### config.mk
export PLATFORM = sky130hd
export DESIGN_NAME = ibuf_shuffle_stream
export DESIGN_NICKNAME = d
export VERILOG_FILES = /design/src/rtl/ibuf_shuffle_stream.sv
export SDC_FILE = /design/constraint.sdc
export NUM_CORES = 2
export LEC_CHECK = 0
export ABC_AREA = 1
export BUFFER_PORTS_ARGS = -buffer_cell sky130_fd_sc_hd__buf_4
export CORE_AREA = 2 2 400 402
export CTS_BUF_LIST = sky130_fd_sc_hd__clkbuf_4 sky130_fd_sc_hd__clkbuf_8
export CTS_CLUSTER_SIZE = 14
export DETAILED_ROUTE_END_ITERATION = 8
export DIE_AREA = 0 0 402 404
export SYNTH_ARGS = -nofsm -noshare
export SYNTH_HDL_FRONTEND = slang
export SYNTH_SLANG_ARGS = --single-unit
export TNS_END_PERCENT = 100
### constraint.sdc
create_clock -name clk -period 69.5 [get_ports clk]
set_clock_uncertainty 0.15 [all_clocks]
set_input_delay 6.95 -clock clk [delete_from_list [all_inputs] [get_ports clk]]
set_output_delay 6.95 -clock clk [all_outputs]
set_load 0.1 [all_outputs]
### src/rtl/ibuf_shuffle_stream.sv
// ibuf_shuffle_stream
// Registered, streaming IBUF bank shuffler. Beats arrive on a valid/ready
// input, are transformed according to the burst's latched mode
// (bypass / shuffle / unshuffle), tagged with a last flag from burst framing,
// and queued in a 2-entry skid buffer that drives the output registers.
module ibuf_shuffle_stream #(
  parameter int DDR_BANDWIDTH = 512,
  parameter int NUM_BANKS     = 8,
  parameter int DATA_WIDTH    = 8,
  parameter int BURST_W       = 8
) (
  input  logic                     clk,
  input  logic                     reset,
  input  logic [1:0]               cfg_mode,
  input  logic [BURST_W-1:0]       cfg_burst_len,
  input  logic                     s_valid,
  output logic                     s_ready,
  input  logic [DDR_BANDWIDTH-1:0] s_data,
  output logic                     m_valid,
  input  logic                     m_ready,
  output logic [DDR_BANDWIDTH-1:0] m_data,
  output logic                     m_last,
  output logic                     burst_done,
  output logic                     busy
);

  localparam int DW    = DATA_WIDTH;
  localparam int RATIO = DDR_BANDWIDTH / (NUM_BANKS * DATA_WIDTH);

  // A beat must split evenly into NUM_BANKS x RATIO elements.
  if ((DDR_BANDWIDTH % (NUM_BANKS * DATA_WIDTH)) != 0) begin : g_bad_params
    $error("ibuf_shuffle_stream: DDR_BANDWIDTH must be a multiple of NUM_BANKS*DATA_WIDTH");
  end

  typedef enum logic {ST_IDLE = 1'b0, ST_BURST = 1'b1} state_t;

  // Interleaved -> bank-contiguous: element (i*NUM_BANKS+j) lands at (j*RATIO+i).
  function automatic logic [DDR_BANDWIDTH-1:0] shuffle_beat(input logic [DDR_BANDWIDTH-1:0] x);
    logic [DDR_BANDWIDTH-1:0] y;
    y = {DDR_BANDWIDTH{1'b0}};
    for (int i = 0; i < RATIO; i++) begin
      for (int j = 0; j < NUM_BANKS; j++) begin
        y[(j*RATIO+i)*DW +: DW] = x[(i*NUM_BANKS+j)*DW +: DW];
      end
    end
    return y;
  endfunction

  // Bank-contiguous -> interleaved; exact inverse of shuffle_beat.
  function automatic logic [DDR_BANDWIDTH-1:0] unshuffle_beat(input logic [DDR_BANDWIDTH-1:0] x);
    logic [DDR_BANDWIDTH-1:0] y;
    y = {DDR_BANDWIDTH{1'b0}};
    for (int i = 0; i < RATIO; i++) begin
      for (int j = 0; j < NUM_BANKS; j++) begin
        y[(i*NUM_BANKS+j)*DW +: DW] = x[(j*RATIO+i)*DW +: DW];
      end
    end
    return y;
  endfunction

  // Mode 3 is reserved and behaves as bypass.
  function automatic logic [DDR_BANDWIDTH-1:0] transform_beat(input logic [1:0] mode,
                                                              input logic [DDR_BANDWIDTH-1:0] x);
    logic [DDR_BANDWIDTH-1:0] y;
    case (mode)
      2'd1:    y = shuffle_beat(x);
      2'd2:    y = unshuffle_beat(x);
      default: y = x;
    endcase
    return y;
  endfunction

  state_t                     state_q, state_d;
  logic [BURST_W-1:0]         count_q, count_d;
  logic [BURST_W-1:0]         len_q, len_d;
  logic [1:0]                 mode_q, mode_d;

  logic                       head_valid_q, head_valid_d;
  logic                       head_last_q, head_last_d;
  logic [DDR_BANDWIDTH-1:0]   head_data_q, head_data_d;
  logic                       skid_valid_q, skid_valid_d;
  logic                       skid_last_q, skid_last_d;
  logic [DDR_BANDWIDTH-1:0]   skid_data_q, skid_data_d;
  logic                       s_ready_q, s_ready_d;
  logic                       burst_done_q, burst_done_d;
  logic                       busy_q, busy_d;

  logic                       push_s;
  logic                       pop_s;
  logic [1:0]                 eff_mode_s;
  logic                       beat_last_s;
  logic [DDR_BANDWIDTH-1:0]   push_data_s;

  assign push_s = s_valid & s_ready_q;
  assign pop_s  = head_valid_q & m_ready;

  // Burst framing: pick the beat's mode, decide its last flag, advance count/state.
  always_comb begin
    state_d     = state_q;
    count_d     = count_q;
    len_d       = len_q;
    mode_d      = mode_q;
    eff_mode_s  = mode_q;
    beat_last_s = 1'b0;
    case (state_q)
      ST_IDLE: begin
        eff_mode_s  = cfg_mode;
        beat_last_s = (cfg_burst_len == {BURST_W{1'b0}});
        if (push_s) begin
          mode_d = cfg_mode;
          len_d  = cfg_burst_len;
          if (beat_last_s) begin
            count_d = {BURST_W{1'b0}};
          end else begin
            state_d = ST_BURST;
            count_d = BURST_W'(1);
          end
        end else begin
          count_d = count_q;
        end
      end
      ST_BURST: begin
        eff_mode_s  = mode_q;
        beat_last_s = (count_q == len_q);
        if (push_s) begin
          if (beat_last_s) begin
            state_d = ST_IDLE;
            count_d = {BURST_W{1'b0}};
          end else begin
            count_d = count_q + BURST_W'(1);
          end
        end else begin
          count_d = count_q;
        end
      end
      default: begin
        state_d = ST_IDLE;
        count_d = {BURST_W{1'b0}};
      end
    endcase
  end

  assign push_data_s = transform_beat(eff_mode_s, s_data);

  // Two-entry buffer (head drives the outputs, skid catches one beat of overrun).
  always_comb begin
    head_valid_d = head_valid_q;
    head_last_d  = head_last_q;
    head_data_d  = head_data_q;
    skid_valid_d = skid_valid_q;
    skid_last_d  = skid_last_q;
    skid_data_d  = skid_data_q;
    case ({head_valid_q, skid_valid_q})
      2'b00: begin
        if (push_s) begin
          head_valid_d = 1'b1;
          head_last_d  = beat_last_s;
          head_data_d  = push_data_s;
        end else begin
          head_valid_d = 1'b0;
        end
      end
      2'b10: begin
        if (push_s && pop_s) begin
          head_last_d = beat_last_s;
          head_data_d = push_data_s;
        end else if (push_s) begin
          skid_valid_d = 1'b1;
          skid_last_d  = beat_last_s;
          skid_data_d  = push_data_s;
        end else if (pop_s) begin
          head_valid_d = 1'b0;
          head_last_d  = 1'b0;
        end else begin
          head_valid_d = 1'b1;
        end
      end
      2'b11: begin
        if (pop_s) begin
          head_last_d  = skid_last_q;
          head_data_d  = skid_data_q;
          skid_valid_d = 1'b0;
          skid_last_d  = 1'b0;
        end else begin
          skid_valid_d = 1'b1;
        end
      end
      default: begin
        // Unreachable (skid without head); promote the skid entry.
        head_valid_d = skid_valid_q;
        head_last_d  = skid_last_q;
        head_data_d  = skid_data_q;
        skid_valid_d = 1'b0;
        skid_last_d  = 1'b0;
      end
    endcase
  end

  // Registered status outputs derived from next-state values.
  always_comb begin
    s_ready_d    = ~skid_valid_d;
    burst_done_d = pop_s & head_last_q;
    busy_d       = (state_d == ST_BURST) | head_valid_d;
  end

  // State, framing and buffer registers.
  always_ff @(posedge clk or posedge reset) begin
    if (reset) begin
      state_q      <= ST_IDLE;
      count_q      <= {BURST_W{1'b0}};
      len_q        <= {BURST_W{1'b0}};
      mode_q       <= 2'd0;
      head_valid_q <= 1'b0;
      head_last_q  <= 1'b0;
      head_data_q  <= {DDR_BANDWIDTH{1'b0}};
      skid_valid_q <= 1'b0;
      skid_last_q  <= 1'b0;
      skid_data_q  <= {DDR_BANDWIDTH{1'b0}};
      s_ready_q    <= 1'b1;
      burst_done_q <= 1'b0;
      busy_q       <= 1'b0;
    end else begin
      state_q      <= state_d;
      count_q      <= count_d;
      len_q        <= len_d;
      mode_q       <= mode_d;
      head_valid_q <= head_valid_d;
      head_last_q  <= head_last_d;
      head_data_q  <= head_data_d;
      skid_valid_q <= skid_valid_d;
      skid_last_q  <= skid_last_d;
      skid_data_q  <= skid_data_d;
      s_ready_q    <= s_ready_d;
      burst_done_q <= burst_done_d;
      busy_q       <= busy_d;
    end
  end

  assign s_ready    = s_ready_q;
  assign m_valid    = head_valid_q;
  assign m_data     = head_data_q;
  assign m_last     = head_last_q & head_valid_q;
  assign burst_done = burst_done_q;
  assign busy       = busy_q;

endmodule

==> flow_summary.ini <==
[run_status]
status = finished with violations
violations = slew limit

[timing]
rsz0062_at_grt = false
slew_headroom = -0.0324
hold_viol = 0
worst_pin_slew_ns = 1.55
period_share = 0.164
finalSetupViolCount = 0
max_freq_mhz = 87.8
setup_tns_ns = 0
finalMaxSlewViolations = 37
fin_crit_ns = 11.39

[synthesis]
syn_inst = 5609
syn_area_per_cell_um2 = 8.75
ys_seq_area_frac = 0.535
synthesis.area_um2 = 49100
synth.distinct_cells = 26
ys_ff_latch = 1050
syn-num-nets = 6136
yosys_warnings = 0

[route]
antenna_left = 0
drt_first_iter_violations = 3258
drt_wl_total_mm = 195
drt_first_pass_iters = 6
route.detailed.drc = 0
via_per_inst = 5.10
via_count = 44400
routedWlPerCell_um = 22.4

[finish]
multi_input_area_um2 = 20800
syn_to_final_growth_pct = 27.1
drive_gt1_frac = 0.290
n_fill_cell = 15900
seqCellArea_um2 = 26300
nets = 6993

[clock_tree]
numCtsBuffers = 191
numClockSinks = 1050
cts.htree.levels = 4
cts_tree = done
cts_buffer_depth = 3
cts-root-buf = clkbuf_8
postCtsSetupRepairBufs = 0
ctsHoldBuffers = 0
cts_resized = 0
clk_latency_ns = 0.89
path_clk_slew_ns = 0.06

[die]
rows = 146
dieArea_um2 = 162000
core-area_um2 = 158000
start_util = 0.311
dieHeight_um = 404
ios = 1043
die_w_um = 402

[job]
drv_cap = 0

[setup_path]
worst-path-buf-inv = 6
critPathKind = input pin to flip-flop
crit_path_cell_trace = buf_4, nand2_1, nand2_1, nand2_4, inv_8, buf_4, buf_4, buf_12, buf_4, nor2_1, a21oi_1
worstSetupEndpointType = flip-flop
crit_top_cell = buf_4
crit_path_top_delay_cell = buf_4
startpoint_type = input pin
cp.arrival_ns = 12.05
required_ns = 70.15
critPathTopFamily = buffers and inverters
cp_max_fo = 121
slowest_delay_ns = 0.88

[global_routing]
grt_use_total = 0.232
grt_pass1_vias = 42700
antenna_found_initial = 70
grt_max_degree = 202
global_route.overflow_total = 0
grt_pass1_wl_mm = 286

[min_path]
hp-class = flip-flop to flip-flop

[placement]
hpwl_mm = 132
port_buffers = 1042
place.gp.congestion = 0.896
==> cell type report <==
type	instances	area share
Antenna cell	35	0.00140
Clock inverter	42	0.00634
Timing Repair Buffer	1100	0.134
Multi-Input combinational cell	4055	0.334
Tap cell	2072	0.0416
Clock buffer	286	0.0571
Inverter	68	0.00445
Sequential cell	1050	0.421
==> worst register-to-register path, stage by stage (launching register included) <==
cell and delay [ns]:
dfrtp_4 0.69, inv_8 0.23, nand2_1 0.31, nand2_4 0.48, inv_8 0.68, buf_4 0.89, buf_4 0.78, buf_12 0.52
buf_4 0.84, nor2_1 0.15, a21oi_1 0.17
==> cells in the final DEF (no fill, tap or decap), types with 2 or more instances in the layout <==
master	synthesis	routed
bufinv_16	0	5
xnor2_1	4	4
clkbuf_8	0	226
buf_4	3	1092
buf_12	0	8
mux2_2	476	476
a21oi_1	900	900
nand3_1	8	8
clkinv_2	0	27
nand2_1	1561	1560
a31oi_1	64	64
diode_2	0	35
dfrtp_1	1049	1048
nand4_1	2	2
inv_8	0	5
inv_1	65	64
nor3_1	2	2
nor2_1	529	529
o21ai_1	7	7
clkinvlp_4	0	4
a21oi_4	1	2
clkinv_8	0	2
o21ai_0	491	491
clkbuf_4	0	60
o22ai_1	2	2
xor2_1	4	4
==> Yosys cell counts <==
library cell,count,share of area
ha_1,1,0.00025
buf_2,85,0.0087
mux2_2,476,0.11
inv_2,3,0.00023
dfstp_2,1,0.00054
inv_1,65,0.0050
buf_1,55,0.0042
buf_4,3,0.00046
nor2_1,529,0.040
a22oi_1,1,0.00015
dfrtp_1,1049,0.53
o21ai_0,491,0.050
nand4_1,2,0.00025
o21ai_1,7,0.00071
a31oi_1,64,0.0082
o22ai_1,2,0.00025
a21oi_1,900,0.092
a21oi_4,1,0.00033
xor2_1,4,0.00071
a21oi_2,1,0.00018
xnor2_1,4,0.00071
clkbuf_1,293,0.022
nand3_1,8,0.00082
nor3_1,2,0.00020
nand2_1,1561,0.12
nor2_4,1,0.00023
==> stage by stage <==
stage	std cells	setup slack, ns	utilization	instance area, um2	hold WS [ns]
floorplan	5609	32.85	-	49100	0.312
global placement	8345	57.11	0.370	58300	0.315
detailed placement	8345	56.99	0.370	58300	0.317
CTS	8673	58.02	0.395	62300	0.333
global route	8701	57.73	0.395	62400	0.356
finish	8708	58.11	0.395	62400	0.333
==> final timing paths <==
path / start / endpoint / slack (ns) / depth (start not counted)
worst max-delay path: s_valid / m_data[25]$_DFFE_PP0P_ / 58.11 / 11
worst min-delay path: m_data[486]$_DFFE_PP0P_ / m_data[486]$_DFFE_PP0P_ / 0.33 / 2
worst max register to register: skid_valid_q$_DFF_PP0_ / m_data[25]$_DFFE_PP0P_ / 63.52 / 10
worst min register to register: m_data[486]$_DFFE_PP0P_ / m_data[486]$_DFFE_PP0P_ / 0.33 / 2
max in group asynchronous: reset / m_data[84]$_DFFE_PP0P_ / 59.38 / 6
min in group asynchronous: reset / skid_data_q[3]$_DFFE_PP0P_ / 6.00 / 2
==> state kept, by name, indices dropped and copies added (netlist names) <==
name,count
m_data,512
burst_done,1
skid_last_q,1
count_q,8
len_q,8
skid_data_q,512
skid_valid_q,1
head_last_q,1
s_ready,1
mode_q,2
busy,1
state_q,1
m_valid,1
==> cell families after synthesis <==
| family | count (synthesis) | share of synthesized area |
|---|---|---|
| and+or+nand+nor | 2103 | 0.161 |
| DFF | 1050 | 0.535 |
| AOI/OAI and AO/OA | 1467 | 0.152 |
| buffers and inverters | 504 | 0.0409 |
| muxes | 476 | 0.109 |
| xor gates and xnor gates | 8 | 0.00143 |
| adders and majority gates | 1 | 0.000255 |
==> routing by layer <==
layer,GRT usage,routed length [um],vias to the layer above
met5,0,287,-
li1,-,-,20400
met4,0.0956,7360,42
met1,0.282,77800,22100
met3,0.0805,16900,368
met2,0.375,93100,1525
Power is not shown: default switching activity piles up to over one toggle a cycle in this logic, so the estimate is an artifact.
